--- config.mk ---
export PLATFORM = sky130hd
export DESIGN_NAME = fetch_stage
export DESIGN_NICKNAME = d
export VERILOG_FILES = /design/src/rtl/pipe_pkg.sv /design/src/rtl/fetch_skid_buffer.sv /design/src/rtl/fetch_stage.sv
export SDC_FILE = /design/constraint.sdc
export NUM_CORES = 1
export LEC_CHECK = 0
export BUFFER_PORTS_ARGS = -buffer_cell sky130_fd_sc_hd__buf_2
export CAP_MARGIN = 40
export CORE_MARGIN = 1
export CORE_UTILIZATION = 59
export CTS_CLUSTER_SIZE = 40
export DETAILED_ROUTE_END_ITERATION = 7
export PLACE_DENSITY = 0.85
export RECOVER_POWER = 100
export SLEW_MARGIN = 20
export SYNTH_ARGS = -nofsm -noshare
export SYNTH_HDL_FRONTEND = slang
export SYNTH_HIERARCHICAL = 1
export SYNTH_SLANG_ARGS = --single-unit
--- constraint.sdc ---
create_clock -name clk -period 4.3 [get_ports clk]
set_input_delay 0 -clock clk [delete_from_list [all_inputs] [get_ports clk]]
set_output_delay 0 -clock clk [all_outputs]
set_load 0.02 [all_outputs]
--- src/rtl/pipe_pkg.sv ---
// Shared pipeline constants and next-PC op encodings used by the fetch stage and ID/EX.
package pipe_pkg;

    localparam logic [31:0] RESET_PC_DEFAULT = 32'h0000_3000;
    localparam logic [31:0] BUBBLE_INSTR     = 32'hfedc_ba98;
    localparam logic [31:0] PC_STEP          = 32'd4;

    // Same encoding as the ID/EX npcop field.
    typedef enum logic [1:0] {
        NPC_SEQ    = 2'b00,
        NPC_BRANCH = 2'b01,
        NPC_JUMP   = 2'b10,
        NPC_JR     = 2'b11
    } npc_op_e;

    function automatic logic [31:0] word_align(input logic [31:0] addr);
        return addr & ~32'h0000_0003;
    endfunction

endpackage

--- src/rtl/fetch_skid_buffer.sv ---
// One-entry hold register that absorbs IF/ID stalls, plus the mux choosing what
// the fetch stage presents this cycle.
module fetch_skid_buffer #(
    parameter logic [31:0] BUBBLE_INSTR = pipe_pkg::BUBBLE_INSTR
) (
    input  logic        clk,
    input  logic        reset,
    input  logic        resp_valid,
    input  logic [31:0] resp_pc,
    input  logic [31:0] resp_data,
    input  logic        ifid_write,
    input  logic        redirect_valid,
    output logic [31:0] pc_out,
    output logic [31:0] instruction_out,
    output logic        fetch_valid,
    output logic        out_valid
);

    logic        hold_valid_q;
    logic [31:0] hold_pc_q;
    logic [31:0] hold_instr_q;

    assign out_valid = hold_valid_q | resp_valid;

    // NOTE: state registers use non-blocking assignments so every flop samples pre-edge values.
    always_ff @(posedge clk) begin
        if (reset) begin
            hold_valid_q <= 1'b0;
            hold_pc_q    <= BUBBLE_INSTR;
            hold_instr_q <= BUBBLE_INSTR;
        end else if (redirect_valid) begin
            hold_valid_q <= 1'b0;
        end else if (resp_valid && !hold_valid_q && !ifid_write) begin
            // Memory data is only valid in the response cycle, so it must be captured now.
            hold_valid_q <= 1'b1;
            hold_pc_q    <= resp_pc;
            hold_instr_q <= resp_data;
        end else if (hold_valid_q && ifid_write) begin
            hold_valid_q <= 1'b0;
        end
    end

    // NOTE: every output gets a default first so no path through the block infers a latch.
    always_comb begin
        fetch_valid     = 1'b0;
        pc_out          = BUBBLE_INSTR;
        instruction_out = BUBBLE_INSTR;
        if (reset || redirect_valid) begin
            fetch_valid = 1'b0;
        end else if (hold_valid_q) begin
            fetch_valid     = 1'b1;
            pc_out          = hold_pc_q;
            instruction_out = hold_instr_q;
        end else if (resp_valid) begin
            fetch_valid     = 1'b1;
            pc_out          = resp_pc;
            instruction_out = resp_data;
        end
    end

endmodule

--- src/rtl/fetch_stage.sv ---
// MIPS instruction-fetch stage: owns the PC, issues 1-cycle-latency imem reads,
// and presents pc/instruction/valid to the IF/ID register.
module fetch_stage #(
    parameter logic [31:0] RESET_PC     = pipe_pkg::RESET_PC_DEFAULT,
    parameter logic [31:0] BUBBLE_INSTR = pipe_pkg::BUBBLE_INSTR
) (
    input  logic        clk,
    input  logic        reset,
    input  logic        ifid_write,
    input  logic        redirect_valid,
    input  logic [31:0] redirect_pc,
    output logic        imem_en,
    output logic [31:0] imem_addr,
    input  logic [31:0] imem_rdata,
    output logic [31:0] pc_out,
    output logic [31:0] instruction_out,
    output logic        fetch_valid
);
    import pipe_pkg::*;

    logic [31:0] pc_q;
    logic        resp_valid_q;
    logic [31:0] resp_pc_q;
    logic        out_valid;

    // A new request is safe whenever the presented slot will be consumed or is empty.
    assign imem_en   = !reset && !redirect_valid && (ifid_write || !out_valid);
    assign imem_addr = pc_q;

    always_ff @(posedge clk) begin
        if (reset) begin
            pc_q         <= RESET_PC;
            resp_valid_q <= 1'b0;
            resp_pc_q    <= BUBBLE_INSTR;
        end else if (redirect_valid) begin
            pc_q         <= word_align(redirect_pc);
            resp_valid_q <= 1'b0;
        end else if (imem_en) begin
            pc_q         <= pc_q + PC_STEP;
            resp_valid_q <= 1'b1;
            resp_pc_q    <= pc_q;
        end else begin
            resp_valid_q <= 1'b0;
        end
    end

    fetch_skid_buffer #(
        .BUBBLE_INSTR(BUBBLE_INSTR)
    ) u_skid (
        .clk            (clk),
        .reset          (reset),
        .resp_valid     (resp_valid_q),
        .resp_pc        (resp_pc_q),
        .resp_data      (imem_rdata),
        .ifid_write     (ifid_write),
        .redirect_valid (redirect_valid),
        .pc_out         (pc_out),
        .instruction_out(instruction_out),
        .fetch_valid    (fetch_valid),
        .out_valid      (out_valid)
    );

endmodule

==> results.md <==
- Max FO, Critical Path: 44
- R2R Setup Slk: 1.09 ns
- Hold/Removal Path Class: input port to flip-flop
- Failing checks: DRC, capacitance limit, slew limit
- Synth area leaders: dfxtp_1, mux2i_1, nor2_1
- Synthesized area per cell: 7.937 µm²
- Yosys warns: 6
- Setup Buffers After CTS: 0
- Area growth from synthesis to layout: 25.03%
- Port bufs: 161
- Hold_sp: redirect_pc[30]
- Cell Chain, Critical Path: clkbuf_1, nor4b_1, clkbuf_2, mux2i_1
- PwrDens: 349.8 mW/mm²
- Root buf cell: clkbuf_16
- Layout cell share with drive strength beyond 1: 10.44%
- Post-layout min period: 3.206 ns
- Global-route wire length before repair: 32980 µm
- Reported max-cap violation count: 2
- Tightest Pin Transition: 1.669 ns
- Net Sw Power: 0.7789 mW
- Synth Flop Type: dfxtp_1
- Reg power frac: 41.5%
- Largest net degree at the start of global routing: 87
- Clk slew on worst S/H paths: 0.05 ns
- Worst Reg-to-Reg Cells: 4
- CP Data Required Time: 4.62 ns
- Vias/cell: 5.869
- FF+latch count, synth: 126
- EDFF count, synth: 0
- Design Area, Final: 0.008862 mm²
- Slowest CP cell: clkbuf_2
- Hold Buf Count CTS: 62
- Number of setup violations in the final report: 0
- Die Y: 111.6 µm
- Tcrit/Tclk final: 74.57%
- CP arrival: 3.52 ns
- Most frequent cells in the layout: dfxtp_1, nor2_1, nand2_1
- H-tree levels: 4
- DR iter-0 viols: 629
- Syn Inst Count: 893
- Top-Level Pins: 166
- DP HPWL: 11560 µm
- Async SR Flop Fraction: 0%
- Post-cts sizing count: 0
- DP Cell Count: 1132
- Rel. slew slack: -11.26%
- # fillers: 836
- Synth unique cells: 53
- Startpoint types: flip-flop
- Non-Filler Instances: 1225
- Site Rows: 39
- WL/cell: 16.01 µm
- Clk pwr share: 46.2%
- Die width: 111.6 µm
- GRT overflow: 0
- Crit path buf inv count: 2
- Drt drc: 13
- Diodes inserted: 0
- Core region area: 0.01156 mm²
- CP endpoint kind: flip-flop
- Clk sinks: 126
- Commonest non-fill, non-tap cell in the layout: dfxtp_1
- Total CTS buffers: 17
- Antenna violations before repair: 0
- Outcome: complete, but fails checks
- DRT Wirelength: 19620 µm
- Hold depth: 3
- Sw Share: 25.12%
- Pins Over Slew Limit: 71
- Vias in the first global route: 6760
- Logic pwr share: 12.3%
- CTS Buffer Depth: 2
- Post-DRT Antenna Nets: 0
- Setup WS post-layout: 1.094 ns
- Drt first pass iters: 7
- Via Count: 7189
- Initial Utilization: 61.29%
- Worst Hold End: imem_addr[30]
- Class of the most critical setup path: flip-flop to flip-flop
- CTS tree: built
- Pre-CTS setup slack: 1.667 ns
- Area share of the largest cell type after synthesis: 35.59%
- Clock Skew: 0.007462 ns
- Setup TNS: 0 ns
- Final #Nets: 1139
- DP Area: 0.007802 mm²
- Int Pwr: 2.321 mW
- Clock latency on the worst-skew pair: 0.41 ns
- RSZ-0062 raised after global routing: false
- Fmax: 311.9 MHz
- FF-to-FF End: u_skid/hold_instr_q[22]
- Post-synth top area cell: dfxtp_1
- Endpoints failing hold: 0
- Mapped cell area: 0.007088 mm²
- Hold WS: 0.03502 ns
- GPL Wtd Cong: 0.9277
- Die ar.: 0.01246 mm²
- Tot GR Track Use: 32.32%
- Max stage delay on crit path: 0.94 ns
- Max VDD drop: 0.2025 mV
- Top Family by Delay on Critical Path: buffers and inverters
- Worst r2r src: u_skid/hold_valid_q
- Post-synthesis sequential area ratio: 35.59%
- P_leak: 3.000 nW
## worst max-delay path by stage
stage,start,end,slack (ns),cells after the start
6_report,u_skid/hold_valid_q,u_skid/hold_instr_q[22],1.09,4
5_1_grt,u_skid/hold_valid_q,u_skid/hold_instr_q[2],0.82,4
4_1_cts,u_skid/hold_valid_q,imem_addr[9],1.66,6
3_5_place_dp,u_skid/hold_valid_q,imem_addr[9],1.67,6
3_3_place_gp,u_skid/hold_valid_q,imem_addr[9],1.77,6
2_1_floorplan,u_skid/hold_valid_q,imem_addr[26],1.80,9
## cell type report
| cell class | count | area, µm² | share of cell area, % |
|---|---|---|---|
| tap | 143 | 178.9 | 2.019 |
| inverter | 7 | 26.28 | 0.2965 |
| sequential | 126 | 2526 | 28.50 |
| timing repair buffer | 235 | 1430 | 16.14 |
| multi-input combinational | 683 | 4105 | 46.32 |
| clock buffer | 25 | 515.5 | 5.817 |
| clock inverter | 6 | 80.08 | 0.9036 |
## through the flow
| step | total power, mW | utilization (%) |
|---|---|---|
| floorplan | 1.528 | - |
| global placement | 1.631 | 67.10 |
| detailed placement | 1.643 | 67.47 |
| CTS | 3.108 | 77.98 |
| global route | 3.216 | 76.63 |
| finish | 3.100 | 76.63 |
## routing by layer
metal  vias up  track usage [%]  routed length (µm)
li1       3456                -                   -
met1      3362            41.54                8594
met2       329            52.88                9279
met3        42            7.458                1291
met4         0            12.07                 451
met5         -                0                   0
## flip-flops by register name, indices dropped and copies added (netlist names)
| name | count |
|---|---|
| u_skid/hold_valid_q | 1 |
| resp_pc_q | 30 |
| resp_valid_q | 1 |
| imem_addr | 30 |
| u_skid/hold_instr_q | 32 |
| u_skid/hold_pc_q | 32 |
## logic make-up (layout without fill, tap and decap cells)
| kind of cell | count (synthesis) | count (layout) | share of synthesized area, % |
|---|---|---|---|
| compound gates | 130 | 130 | 10.96 |
| xor+xnor | 8 | 8 | 0.9884 |
| fa+ha+maj | 1 | 1 | 0.1765 |
| buf+inv | 89 | 273 | 6.584 |
| flops | 126 | 126 | 35.59 |
| mux | 64 | 64 | 9.038 |
| other cells | 1 | 6 | 0.05291 |
| simple gates | 474 | 474 | 36.61 |
## worst min-delay path, cell delays in order
cell	delay [ns]
buf_2	0.08
o21ai_0	0.11
o221ai_1	0.21
## cell usage after synthesis (5+ instances only)
cell      count
o31ai_1       8
nor4_1        5
mux2i_1      64
nor3_1       11
a21oi_1      40
dfxtp_1     126
and4_1        5
clkbuf_1     51
nor2b_1      42
nand2b_1     49
nand4_1      17
nand2_1     102
nand3_1      17
nand3b_1     46
and3_1        6
buf_1         6
nor3b_1      42
buf_12        6
or3_1         5
a311oi_1     12
o21ai_0      48
inv_1         6
nor2_1      106
a211oi_1      7
or4_1         9
buf_2        15
## power by group through the flow
stage	sequential [mW]	clock (mW)	combinational [mW]
floorplan	1.31	0	0.217
global placement	1.31	0	0.325
CTS	1.28	1.44	0.381
global route	1.29	1.51	0.415
finish	1.29	1.43	0.380
detailed placement	1.31	0	0.335
(Power assumes the default switching activity.)
